--- src/rtl/rng_pkg.sv ---
`default_nettype none
// ============================================================================
// Module      : rng_pkg
// Description : Shared types, constants and the LFSR step function for the
//               shared random-source arbiter.
// Revision    : 1.0 - initial release
// ============================================================================
package rng_pkg;

    // Arbiter control states
    typedef enum logic [1:0] {
        IDLE    = 2'd0,
        SHIFT   = 2'd1,
        DELIVER = 2'd2
    } rng_state_t;

    // Value the LFSR jumps to when stepped from the all-zero lock-up state
    localparam logic [7:0] LFSR_ZERO_FILL = 8'h66;
    // LFSR contents after reset
    localparam logic [7:0] LFSR_RESET     = 8'h66;
    // Default feedback tap mask
    localparam logic [7:0] DEFAULT_TAPS   = 8'hB8;

    // One Fibonacci step: shift right, feedback into the MSB; escape all-zero
    function automatic logic [7:0] lfsr_next(input logic [7:0] cur, input logic [7:0] taps);
        if (cur == 8'h00) begin
            return LFSR_ZERO_FILL;
        end
        return {^(taps & cur), cur[7:1]};
    endfunction

endpackage
`default_nettype wire

--- src/rtl/lfsr8_core.sv ---
`default_nettype none
// ============================================================================
// Module      : lfsr8_core
// Description : 8-bit Fibonacci LFSR with synchronous load, single-step
//               enable and all-zero escape.
// Revision    : 1.0 - initial release
// ============================================================================
module lfsr8_core
    import rng_pkg::*;
#(
    parameter logic [7:0] TAPS = DEFAULT_TAPS
) (
    input  logic       clk,
    input  logic       reset,
    input  logic       load,
    input  logic [7:0] load_val,
    input  logic       step,
    output logic [7:0] q
);

    logic [7:0] r_state;

    // LFSR register: reset, then load, then step, in that priority
    always_ff @(posedge clk) begin
        if (!reset) begin
            r_state <= LFSR_RESET;
        end else if (load) begin
            r_state <= load_val;
        end else if (step) begin
            r_state <= lfsr_next(r_state, TAPS);
        end
    end

    assign q = r_state;

endmodule
`default_nettype wire

--- src/rtl/rng_arbiter.sv ---
`default_nettype none
// ============================================================================
// Module      : rng_arbiter
// Description : Round-robin sharing of one 8-bit LFSR among NREQ requesters.
//               Each draw advances the LFSR STEPS times, then delivers the
//               byte with a one-cycle grant pulse.
// Revision    : 1.0 - initial release
// ============================================================================
module rng_arbiter
    import rng_pkg::*;
#(
    parameter int         NREQ  = 4,
    parameter logic [7:0] TAPS  = DEFAULT_TAPS,
    parameter int         STEPS = 8
) (
    input  logic                      clk,
    input  logic                      reset,
    input  logic                      seed_load,
    input  logic [7:0]                seed,
    input  logic [NREQ-1:0]           req,
    output logic [NREQ-1:0]           gnt,
    output logic [$clog2(NREQ)-1:0]   gnt_id,
    output logic [7:0]                rdata,
    output logic                      rvalid,
    output logic                      busy,
    output logic [7:0]                lfsr_q
);

    localparam int              c_IDW        = $clog2(NREQ);
    localparam logic [7:0]      c_STEP_LAST  = 8'(STEPS - 1);
    localparam logic [c_IDW-1:0] c_LAST_RESET = c_IDW'(NREQ - 1);

    rng_state_t       r_state;
    rng_state_t       w_state_next;
    logic [7:0]       r_step_cnt;
    logic [c_IDW-1:0] r_winner;
    logic [c_IDW-1:0] r_last;
    logic [c_IDW-1:0] r_gnt_id;
    logic [7:0]       r_rdata;
    logic [c_IDW-1:0] w_pick;
    logic             w_pick_valid;
    logic             w_step;
    logic [7:0]       w_lfsr_q;

    lfsr8_core #(
        .TAPS (TAPS)
    ) u_lfsr (
        .clk      (clk),
        .reset    (reset),
        .load     (seed_load),
        .load_val (seed),
        .step     (w_step),
        .q        (w_lfsr_q)
    );

    // Round-robin search: nearest active request above the last winner, with wrap
    always_comb begin
        int               idx;
        logic [c_IDW-1:0] idx_n;
        idx          = 0;
        idx_n        = '0;
        w_pick       = r_last;
        w_pick_valid = 1'b0;
        // Scan farthest-first so the closest candidate is the one that sticks
        for (int k = NREQ; k >= 1; k--) begin
            idx   = (int'(r_last) + k) % NREQ;
            idx_n = c_IDW'(idx);
            if (req[idx_n]) begin
                w_pick       = idx_n;
                w_pick_valid = 1'b1;
            end
        end
    end

    // State register
    always_ff @(posedge clk) begin
        if (!reset) begin
            r_state <= IDLE;
        end else begin
            r_state <= w_state_next;
        end
    end

    // Next-state and state-decoded outputs; seed_load forces a return to IDLE
    always_comb begin
        w_state_next = r_state;
        w_step       = 1'b0;
        busy         = 1'b0;
        rvalid       = 1'b0;
        gnt          = '0;
        case (r_state)
            IDLE: begin
                if (w_pick_valid) begin
                    w_state_next = SHIFT;
                end
            end
            SHIFT: begin
                w_step = 1'b1;
                busy   = 1'b1;
                if (r_step_cnt == c_STEP_LAST) begin
                    w_state_next = DELIVER;
                end
            end
            DELIVER: begin
                busy          = 1'b1;
                rvalid        = 1'b1;
                gnt[r_winner] = 1'b1;
                w_state_next  = IDLE;
            end
            default: begin
                w_state_next = IDLE;
            end
        endcase
        if (seed_load) begin
            w_state_next = IDLE;
        end
    end

    // Draw bookkeeping: winner latch, step count, delivered byte, RR pointer
    always_ff @(posedge clk) begin
        if (!reset) begin
            r_step_cnt <= 8'd0;
            r_winner   <= '0;
            r_last     <= c_LAST_RESET;
            r_gnt_id   <= '0;
            r_rdata    <= 8'd0;
        end else if (!seed_load) begin
            case (r_state)
                IDLE: begin
                    if (w_pick_valid) begin
                        r_winner   <= w_pick;
                        r_step_cnt <= 8'd0;
                    end
                end
                SHIFT: begin
                    r_step_cnt <= r_step_cnt + 8'd1;
                    // Capture the post-final-step value so rdata is valid alongside gnt
                    if (r_step_cnt == c_STEP_LAST) begin
                        r_rdata <= lfsr_next(w_lfsr_q, TAPS);
                    end
                end
                DELIVER: begin
                    r_last   <= r_winner;
                    r_gnt_id <= r_winner;
                end
                default: begin
                end
            endcase
        end
    end

    assign gnt_id = r_gnt_id;
    assign rdata  = r_rdata;
    assign lfsr_q = w_lfsr_q;

endmodule
`default_nettype wire

--- config.mk ---
export PLATFORM = sky130hd
export DESIGN_NAME = rng_arbiter
export DESIGN_NICKNAME = d
export VERILOG_FILES = /design/src/rtl/rng_pkg.sv /design/src/rtl/lfsr8_core.sv /design/src/rtl/rng_arbiter.sv
export SDC_FILE = /design/constraint.sdc
export NUM_CORES = 1
export LEC_CHECK = 0
export ABC_CLOCK_PERIOD_IN_PS = 2600
export CAP_MARGIN = 15
export CORE_ASPECT_RATIO = 2
export CORE_MARGIN = 1.5
export CORE_UTILIZATION = 50
export CTS_CLUSTER_DIAMETER = 40
export DETAILED_ROUTE_END_ITERATION = 8
export PLACE_DENSITY = 0.8
export SYNTH_ARGS = -nofsm -noshare
export SYNTH_HDL_FRONTEND = slang
export SYNTH_SLANG_ARGS = --single-unit
--- constraint.sdc ---
create_clock -name clk -period 2.6 [get_ports clk]
set_input_delay 0.26 -clock clk [delete_from_list [all_inputs] [get_ports clk]]
set_output_delay 0.26 -clock clk [all_outputs]
set_load 0.02 [all_outputs]
## Yosys cells after proc, flatten, opt, wreduce, memory -nomap -nowiden

Index checks and enable logic that the tools add are counted.

| storage, ports and cells | value |
|---|---|
| bits of input ports | 15 |
| register bits | 32 |
| output and inout bits | 24 |

| cells by class | value |
|---|---|
| magnitude comparators | 6 |
| eq/ne operators | 5 |
| muxes and demuxes | 40 |
| add/sub/neg operators | 5 |
| bitwise gates (word level) | 2 |
| reduce and logical (&&, ||, !) cells | 13 |

Operators by type and width:

| operator | count |
|---|---|
| 2-to-1 mux 8 bit | 6 |
| 2-to-1 mux 1 bit | 20 |
| one-hot mux 8 bit (2 select lines) | 1 |
| less-than comparator 2 x 3 -> 1 bit, second input constant | 5 |
| 2-to-1 mux 2 bit | 6 |
| AND reduction 3 bit | 3 |
| adder 8 x 1 -> 8 bit, second input constant | 1 |
| binary-select mux 1 bit (select 2 bit) | 4 |
| == test 8 x 3 -> 1 bit, second input constant | 1 |
| logical NOT 8 bit | 1 |
| XOR reduction 8 bit | 1 |
| adder 2 x 1 -> 2 bit, second input constant | 2 |
| adder 2 bit, second input constant | 2 |
| 2-to-1 mux 4 bit | 1 |
| inequality test 2 bit, second input constant | 2 |
| one-hot mux 2 bit (2 select lines) | 1 |
| AND reduction 2 bit | 2 |
| nonzero test 2 bit | 2 |
| OR reduction 2 bit | 2 |
| demux 1 bit (select 2 bit) | 1 |
| == test 2 x 1 -> 1 bit, second input constant | 1 |
| == test 2 bit, second input constant | 1 |
| >= comparator 2 x 1 -> 1 bit, second input constant | 1 |
| logical NOT 2 bit | 1 |
| 2 further kinds | 3 |

## Depth between registers and ports, before layout

Gate-level depths: netlist (run 1).

| depth | value |
|---|---|
| depth in word-level cells | 9 |
| depth in mapped cells | 7 |
| gate-level depth less buffers | 6 |

## Cells and area by module

A second synthesis (run 1) with hierarchy kept.

| second synthesis, totals | value |
|---|---|
| cells, all modules | 210 |
| area, all modules | 1784.2 um^2 |

By module, submodules not included:

| module | area an instance (um^2) | cells an instance | times used |
|---|---|---|---|
| rng_arbiter | 1293.7 | 153 | 1 |
| lfsr8_core | 490.5 | 57 | 1 |

## Worst setup path after synthesis (run 1)

Ideal clock, no wire load.

| path | value |
|---|---|
| kind | reg-to-reg |
| from | register u_lfsr.r_state[4], in the netlist u_lfsr.q[4] |
| to | register u_lfsr.r_state[6], in the netlist u_lfsr.q[6] |
| data arrival time | 1.421 ns |
| stages on the path, launching flop included | 8 |
| period minus slack after synthesis | 1.563 ns |
| buffers on the path | 1 |
| required time | 2.458 ns |
| setup slack | 1.037 ns |
| setup time | 0.142 ns |
| cell sequence | dfxtp_1 -> inv_1 -> ha_1 -> nor4b_1 -> and2_1 -> buf_4 -> nor3b_1 -> o311ai_1 |

| on the way | value |
|---|---|
| longest elaborated chain between the ends | 8 |

Ends and longest elaborated chain:

| element | line | text |
|---|---|---|
| from (decl) | lfsr8_core.sv:21 | `logic [7:0] r_state;` |
| from (signal assigned) | lfsr8_core.sv:28 | `r_state <= load_val;` |
| from (signal assigned) | lfsr8_core.sv:30 | `r_state <= lfsr_next(r_state, TAPS);` |
| logical NOT 8 bit | rng_pkg.sv:26 | `if (cur == 8'h00) begin` |
| 2-to-1 mux 1 bit | rng_pkg.sv:26 |  |
| 2-to-1 mux 1 bit | lfsr8_core.sv:29 | `end else if (step) begin` |
| 2-to-1 mux 1 bit | lfsr8_core.sv:27 | `end else if (load) begin` |
| 2-to-1 mux 1 bit | lfsr8_core.sv:25 | `if (!reset) begin` |
| 2-to-1 mux 8 bit | rng_pkg.sv:29 | `return {^(taps & cur), cur[7:1]};` |
| 2-to-1 mux 8 bit | lfsr8_core.sv:29 |  |
| 2-to-1 mux 8 bit | lfsr8_core.sv:27 |  |

No other way between the ends. The select of a mux whose other input is x is not followed.
A chain may end at the register's enable or synchronous reset.

## Final worst setup path (run 1)

| path | value |
|---|---|
| from | register r_state[1] |
| to | output port gnt[0] |

| on the way | value |
|---|---|
| longest elaborated chain between the ends | 2 |

Ends and longest elaborated chain:

| element | line | text |
|---|---|---|
| from (decl) | rng_arbiter.sv:33 | `rng_state_t r_state;` |
| from (signal assigned) | rng_arbiter.sv:80 | `r_state <= w_state_next;` |
| == test 2 bit | rng_arbiter.sv:91 | `case (r_state)` |
| 2-to-1 mux 4 bit | rng_arbiter.sv:91 |  |
| to (decl) | rng_arbiter.sv:21 | `output logic [NREQ-1:0] gnt,` |

No other way between the ends.

==> results.cfg, run 1 <==
[status]
status = completed

[critical_path]
worstSetupEndpointType = output pin
r2r-start = r_state[1]
critPathBufInv = 1
worstPathArrival_ns = 1.85
cp_top_family = buffers and inverters
cpMaxStageDelayCell = clkdlybuf4s50_1
slowest_delay_ns = 0.63
r2r_slack_ns = 0.89
rr_worst_depth = 6
crit_path_cell_trace = ha_1 -> nor3b_1 -> clkdlybuf4s50_1
critPathLaunchType = register
crit_type = register to output pin
worstPathRequired_ns = 2.34
crit_path_max_fanout = 7
rr_endpoint = rdata[5]

[logic_synthesis]
yosys.area.top_type = dfxtp_1
synthMostInstantiatedCell = dfxtp_1
synthTopCellsByCount = dfxtp_1, nand2_1, nor2_1
yosys_register_bits = 32
synth.top_cell.area_share_pct = 38.0
syn_avg_cell_area_um2 = 8.60
synth_flop_cell = dfxtp_1
syn_nets = 216
syn-instance-count = 196
seq_area_frac_synth_pct = 38.0
yosys_warnings = 0
synth_edf_count = 0
ys_async_sr_fraction_pct = 0
syn_area_mm2 = 0.00169
synthTopCellsByArea = dfxtp_1, nor3b_1, nand2_1
yosysUniqueCellTypes = 36

[cells_and_area]
ff_latch_area_um2 = 641
area_delta_synth_final_pct = 30.0
final_nets = 256
multi_input_area_um2 = 967
fill_cells = 270
utilization_pct = 68.6
drive_gt1_share_pct = 7.59
final_cell_area_mm2 = 0.00219
num_antenna_cells = 0

[timing]
setup_viol = 0
finalCritPeriodShare_pct = 81.1
setup_slack_ns = 0.490
setup-tns-final_ns = 0
slew_headroom_pct = 62.7
grt_setup_unrepaired = false
hold_viol = 0
tightest_slew_ns = 0.557
period_needed_ns = 2.11
max_freq_mhz = 474
finalMaxSlewViolations = 0
fin_skew_ns = 0.00302

[floorplanning]
die_area_mm2 = 0.00375
num_rows = 29
die_y_um = 85.1
die_width_um = 44.1
ioPinCount = 39
start_util_pct = 52.8
coreArea_mm2 = 0.00319

[global_route]
gr-usage-all-layers_pct = 23.2
grt_pass1_wl_um = 6630
grt_pass1_vias = 1500
grt_max_degree = 19
antenna_found_initial = 0
grt_overflow = 0

[clock_tree]
cts_buffers = 5
htree_num_levels = 2
clock_sinks = 32
cts_root_buffer = clkbuf_8
clk_latency_ns = 0.28
cts_tree = done
cts.path.max_buffers = 2
clk_pin_slew_worst_paths_ns = 0.06
postCtsResizedCells = 0
holdBufCountCts = 0
post_cts_buffers = 0

[routing]
drt_pre_antenna_iters = 4
via_per_inst = 5.79
routedWlPerCell_um = 14.7
drt_iter0_drc = 26
drtAntennaViolNets = 0
drc = 0
drt_wl_total_um = 3930
vias = 1551

[min_path]
hold_path_depth = 2
hold_path.class = register to register
hold_end = rdata[7]
min_from = rdata[7]

[placement]
io_buffers = 38
hpwl_um = 2980
place_area_mm2 = 0.00208
routabilityCongestion = 0.835
dpl_worst_slack_ns = 0.524

[run]
maxCapViolCount = 0

[power_and_ir_drop]
leakage_nw = 0.771
powerDensity_mw_per_mm2 = 529
ir_drop_mv = 0.450
power.total_mw = 1.16
==> per-layer routing <==
layer  vias up  share of wire, %  global-route usage, %  wire length (µm)
met5         -                 0                      0                 0
met4         0               2.7                   11.6               106
met3         8               2.9                   4.47               114
met2        30                57                   42.8              2250
met1       740                37                   23.1              1460
li1        773                 -                      -                 -
==> placed cells by master, fill, tap and decap left out, types with 3 or more instances in the layout <==
master / instances
nor2b_1: 3
nand3_1: 12
buf_4: 4
a21oi_1: 10
a21boi_0: 10
inv_1: 7
nand2_1: 22
nor3_1: 7
a211oi_1: 3
nor2_1: 17
xnor2_1: 9
nor4b_1: 3
nand2b_1: 4
clkdlybuf4s50_1: 38
o311ai_1: 4
nor3b_1: 14
o21ai_0: 7
clkbuf_8: 5
dfxtp_1: 32
ha_1: 5
==> worst max-delay path by stage <==
| stage | start | to | slack [ns] | cells after the start |
|---|---|---|---|---|
| after global placement | seed_load | r_step_cnt[4] | 0.57 | 5 |
| final | r_state[1] | gnt[0] | 0.49 | 3 |
| after CTS | r_state[1] | gnt[0] | 0.49 | 3 |
| after floorplan | r_state[1] | gnt[0] | 1.04 | 2 |
| after global routing | r_state[1] | gnt[0] | 0.41 | 3 |
| after detailed placement | seed_load | r_step_cnt[4] | 0.52 | 5 |
==> logic make-up after synthesis <==
family	after synthesis	share of synthesized area, %
simple gates	94	31.4
compound gates	39	17.0
flops	32	38.0
buf+inv	16	4.60
xor+xnor	9	4.68
fa+ha+maj	5	3.71
mux	1	0.594
==> report_power, final <==
group	switching (mW)	internal, mW	leakage, nW
clock network	0.180	0.284	0.0552
logic	0.0812	0.0832	0.455
registers	0.0226	0.507	0.261
==> area by class of cell <==
class / count / share of cell area, %
Clock inverter: 2 / 1.60
Timing Repair Buffer: 42 / 18.7
Sequential cell: 32 / 29.2
Inverter: 7 / 1.20
Tap cell: 31 / 1.77
Clock buffer: 6 / 3.31
Multi-Input combinational cell: 148 / 44.1
==> tightest hold or removal path, delay by kind of cell (launching register included) <==
family | cells | cell delay (ns)
simple gates | 2 | 0.10
flops | 1 | 0.31
==> state kept, by name, summed over array words and instances, names as in the netlist <==
register	count
r_winner	2
gnt_id	2
r_last	2
r_step_cnt	8
rdata	8
u_lfsr.q	8
r_state	2
==> through the flow <==
stage / cells / hold WS [ns]
after floorplan: 196 / 0.395
after global placement: 260 / 0.444
after detailed placement: 260 / 0.456
after CTS: 268 / 0.466
after global routing: 268 / 0.486
final: 268 / 0.459
Note: power is estimated with default switching activity, not from simulation.
==> run 2: changes to the inputs <==
--- a/config.mk
+++ b/config.mk
@@ -5,14 +5,14 @@
 export SDC_FILE = /design/constraint.sdc
 export NUM_CORES = 1
 export LEC_CHECK = 0
-export ABC_CLOCK_PERIOD_IN_PS = 2600
+export ABC_CLOCK_PERIOD_IN_PS = 1900
 export CAP_MARGIN = 15
 export CORE_ASPECT_RATIO = 2
 export CORE_MARGIN = 1.5
-export CORE_UTILIZATION = 50
+export CORE_UTILIZATION = 45
 export CTS_CLUSTER_DIAMETER = 40
 export DETAILED_ROUTE_END_ITERATION = 8
-export PLACE_DENSITY = 0.8
+export PLACE_DENSITY = 0.76
 export SYNTH_ARGS = -nofsm -noshare
 export SYNTH_HDL_FRONTEND = slang
 export SYNTH_SLANG_ARGS = --single-unit
==> constraint.sdc (replaced) <==
create_clock -name clk -period 1.9 [get_ports clk]
set_input_delay 0.19 -clock clk [delete_from_list [all_inputs] [get_ports clk]]
set_output_delay 0.19 -clock clk [all_outputs]
set_load 0.02 [all_outputs]
==> results.cfg, run 2 (same netlist as run 1, synthesis figures left out) <==
[global_route]
grt_max_degree = 21
antenna_found_initial = 0
gr-usage-all-layers_pct = 21.2
grt_overflow = 0
grt_pass1_vias = 1532
grt_pass1_wl_um = 6500

[critical_path]
cpMaxStageDelayCell = clkdlybuf4s50_1
slowest_delay_ns = 0.62
crit_path_cell_trace = ha_2 -> clkdlybuf4s50_1
crit_path_max_fanout = 7
crit_type = register to output pin
worstPathArrival_ns = 1.56
worstSetupEndpointType = output pin
critPathLaunchType = register
worstPathRequired_ns = 1.71

[cells_and_area]
drive_gt1_share_pct = 9.92
most-common-layout-cells = clkdlybuf4s50_1, dfxtp_1, nand2_1
fill_cells = 335
area_delta_synth_final_pct = 33.6
num_antenna_cells = 0
final_common_cell = clkdlybuf4s50_1
final_nets = 261

[status]
status = completed

[placement]
routabilityCongestion = 0.816
dpl_worst_slack_ns = 0.114
io_buffers = 38
hpwl_um = 2830

[timing]
setup_slack_ns = 0.153
slew_headroom_pct = 69.5
finalMaxSlewViolations = 0
setup-tns-final_ns = 0
max_freq_mhz = 572
fin_skew_ns = 0.00688
hold_viol = 0
finalCritPeriodShare_pct = 91.9
setup_viol = 0
tightest_slew_ns = 0.458
period_needed_ns = 1.75
grt_setup_unrepaired = false

[clock_tree]
clk_latency_ns = 0.28
clock_sinks = 32
clk_pin_slew_worst_paths_ns = 0.06
holdBufCountCts = 0
cts_buffers = 5
cts_root_buffer = clkbuf_8
cts_tree = done
htree_num_levels = 2
cts.path.max_buffers = 2

[routing]
drc = 0
via_per_inst = 5.34
drt_pre_antenna_iters = 4
drt_iter0_drc = 24
drtAntennaViolNets = 0
routedWlPerCell_um = 13.4
vias = 1554
drt_wl_total_um = 3900

[floorplanning]
die_y_um = 89.5
start_util_pct = 46.7
num_rows = 31
coreArea_mm2 = 0.00361
die_area_mm2 = 0.00414
die_width_um = 46.3
ioPinCount = 39

[run]
maxCapViolCount = 0

[power_and_ir_drop]
leakage_nw = 0.829
ir_drop_mv = 0.865
powerDensity_mw_per_mm2 = 702
power.total_mw = 1.58

[min_path]
hold_path.class = register to register
## run 2: cell count changes in the layout (fill, tap and decap cells not counted), sizes merged
cell           before  now
buf                 4    9
clkdlybuf4s50      38   33
dlygate4sd2         0    4
dlymetal6s2s        0    1
## run 2: area by class of cell
| cell class | count | area (µm²) | area share, % |
|---|---|---|---|
| clock buffers | 6 | 72.6 | 3.22 |
| inverters | 7 | 26.3 | 1.17 |
| flip-flops and latches | 32 | 641 | 28.5 |
| multi-input cells | 148 | 970 | 43.1 |
| well taps | 49 | 61.3 | 2.72 |
| clock inverters | 2 | 35.0 | 1.56 |
| repair buffers | 47 | 445 | 19.8 |
## run 2: critical path, delay by kind of cell, from the launching register on
| family | cells | cell delay (ns) |
|---|---|---|
| adders and majority gates | 1 | 0.26 |
| buffers and inverters | 1 | 0.62 |
| DFF | 1 | 0.40 |
## run 2: final timing paths
kind / cells past startpoint / start / slack, ns / end
hold / removal: 2 / gnt_id[1] / 0.46 / gnt_id[1]
setup / recovery: 2 / r_state[1] / 0.15 / rvalid
hold reg to reg: 2 / gnt_id[1] / 0.46 / gnt_id[1]
setup reg to reg: 6 / u_lfsr.q[4] / 0.19 / u_lfsr.q[2]
## run 2: metal layers
metal  vias up  share of wire, %  global-route usage [%]
met2        29                54                    38.0
met5         -                 0                       0
li1        782                 -                       -
met1       733                40                    21.8
met3        10               3.3                    4.65
met4         0               2.4                    10.4
## run 2: through the flow
step	instance area, µm²	utilization (%)	hold WS, ns	std cells
2_1_floorplan	1690	-	0.325	196
5_1_grt	2250	62.4	0.490	291
3_3_place_gp	2140	59.4	0.453	283
6_report	2250	62.4	0.462	291
4_1_cts	2250	62.3	0.468	291
3_5_place_dp	2140	59.4	0.459	283
## run 2: power by group
group	internal [mW]	leakage, nW	switching [mW]
Combinational	0.119	0.513	0.111
Sequential	0.694	0.261	0.0303
Clock	0.389	0.0552	0.237
Total	1.20	0.829	0.379
## run 2: what timing repair did
| action | in CTS | in global routing |
|---|---|---|
| setup endpoints to repair | 4 | 1 |
| buffers inserted | 0 | 0 |
| gates resized for setup | 5 | 1 |
| endpoints found under the hold margin | 0 | 0 |
==> run 3: changes to the inputs <==
--- a/config.mk
+++ b/config.mk
@@ -13,6 +13,7 @@
 export CTS_CLUSTER_DIAMETER = 40
 export DETAILED_ROUTE_END_ITERATION = 8
 export PLACE_DENSITY = 0.76
+export REMOVE_ABC_BUFFERS = 1
 export SYNTH_ARGS = -nofsm -noshare
 export SYNTH_HDL_FRONTEND = slang
 export SYNTH_SLANG_ARGS = --single-unit
==> results.cfg, run 3 (same netlist as run 1, synthesis figures left out) <==
[status]
status = completed

[routing]
drt_pre_antenna_iters = 4
routedWlPerCell_um = 12.8
vias = 1550
drc = 0
drtAntennaViolNets = 0
via_per_inst = 5.33
drt_wl_total_um = 3720
drt_iter0_drc = 23

[timing]
hold_ws_ns = 0.451
tightest_slew_ns = 0.554
setup_viol = 0
setup_slack_ns = 0.149
finalCritPeriodShare_pct = 92.2
setup-tns-final_ns = 0
period_needed_ns = 1.75
slew_headroom_pct = 63.0
finalMaxSlewViolations = 0
hold_viol = 0
grt_setup_unrepaired = false
max_freq_mhz = 571
fin_skew_ns = 0.00317

[critical_path]
crit_path_max_fanout = 7
cpMaxStageDelayCell = clkdlybuf4s50_1
worstPathArrival_ns = 1.56
critPathBufInv = 1
crit_type = register to output pin
cp_top_family = buffers and inverters
worstPathRequired_ns = 1.71
timing.critical_path.from = r_state[1]
crit_path_cell_trace = ha_2 -> clkdlybuf4s50_1
worstSetupEndpointType = output pin
critPathLaunchType = register
slowest_delay_ns = 0.61
r2r-start = r_state[1]

[floorplanning]
num_rows = 31
die_area_mm2 = 0.00414
start_util_pct = 46.7
coreArea_mm2 = 0.00361
ioPinCount = 39
die_y_um = 89.5
die_width_um = 46.3

[cells_and_area]
final_common_cell = clkdlybuf4s50_1
final_cell_area_mm2 = 0.00223
area_delta_synth_final_pct = 32.2
final_nets = 262
fill_cells = 348
num_antenna_cells = 0
drive_gt1_share_pct = 9.92
fin_cells = 291
most-common-layout-cells = clkdlybuf4s50_1, dfxtp_1, nand2_1

[placement]
dpl_worst_slack_ns = 0.0631
io_buffers = 38
dpl.cell_count = 284
routabilityCongestion = 0.801
place_area_mm2 = 0.00215
hpwl_um = 2880

[clock_tree]
htree_num_levels = 2
cts_root_buffer = clkbuf_8
clock_sinks = 32
cts_tree = done
cts_buffers = 5
holdBufCountCts = 0
cts.path.max_buffers = 2
clk_pin_slew_worst_paths_ns = 0.06
clk_latency_ns = 0.28

[global_route]
antenna_found_initial = 0
grt_max_degree = 17
gr-usage-all-layers_pct = 19.8
grt_pass1_vias = 1408
grt_overflow = 0
grt_pass1_wl_um = 6050

[power_and_ir_drop]
leakage_nw = 0.819
powerDensity_mw_per_mm2 = 645
ir_drop_mv = 0.486

[min_path]
hold_path.class = register to register
min_from = rdata[7]

[run]
maxCapViolCount = 0
## run 3: per-layer routing
| layer | track usage, % | wire length [µm] |
|---|---|---|
| met1 | 20.5 | 1470 |
| met2 | 35.4 | 2010 |
| met3 | 4.24 | 125 |
| met4 | 9.87 | 123 |
| met5 | 0 | 0 |
## run 3: power breakdown
group	switching (mW)	internal, mW	total, mW
Combinational	0.113	0.121	0.233
Clock	0.233	0.249	0.482
Sequential	0.0283	0.694	0.722
Total	0.374	1.06	1.44
## run 3: final cells by class
type,count,area (µm²),share of cell area (%)
Sequential cell,32,641,28.7
Multi-Input combinational cell,148,970,43.5
Clock inverter,1,5.00,0.225
Clock buffer,6,72.6,3.26
Inverter,7,26.3,1.18
Tap cell,49,61.3,2.75
Timing Repair Buffer,48,453,20.3
## run 3: path summary, 6_finish.rpt
kind	to	slack, ns	cells past startpoint
max	rvalid	0.15	2
min	rdata[7]	0.45	2
max reg2reg	r_step_cnt[1]	0.18	6
min reg2reg	rdata[7]	0.45	2
## run 3: per-stage QoR
step / util [%] / power [mW]
global placement: 59.6 / 0.969
floorplan: - / 0.852
finish: 61.8 / 1.44
global route: 61.8 / 1.50
detailed placement: 59.6 / 0.970
CTS: 61.7 / 1.45
## run 3: tightest hold or removal path, delay by kind of cell, from the launching register on
kind / cells / cell delay (ns)
simple gates: 2 / 0.10
flops: 1 / 0.31
## run 3: repair_timing
item | CTS | global route
buffers inserted | 0 | 0
setup endpoints to repair | 4 | 1
gates resized for setup | 5 | 1
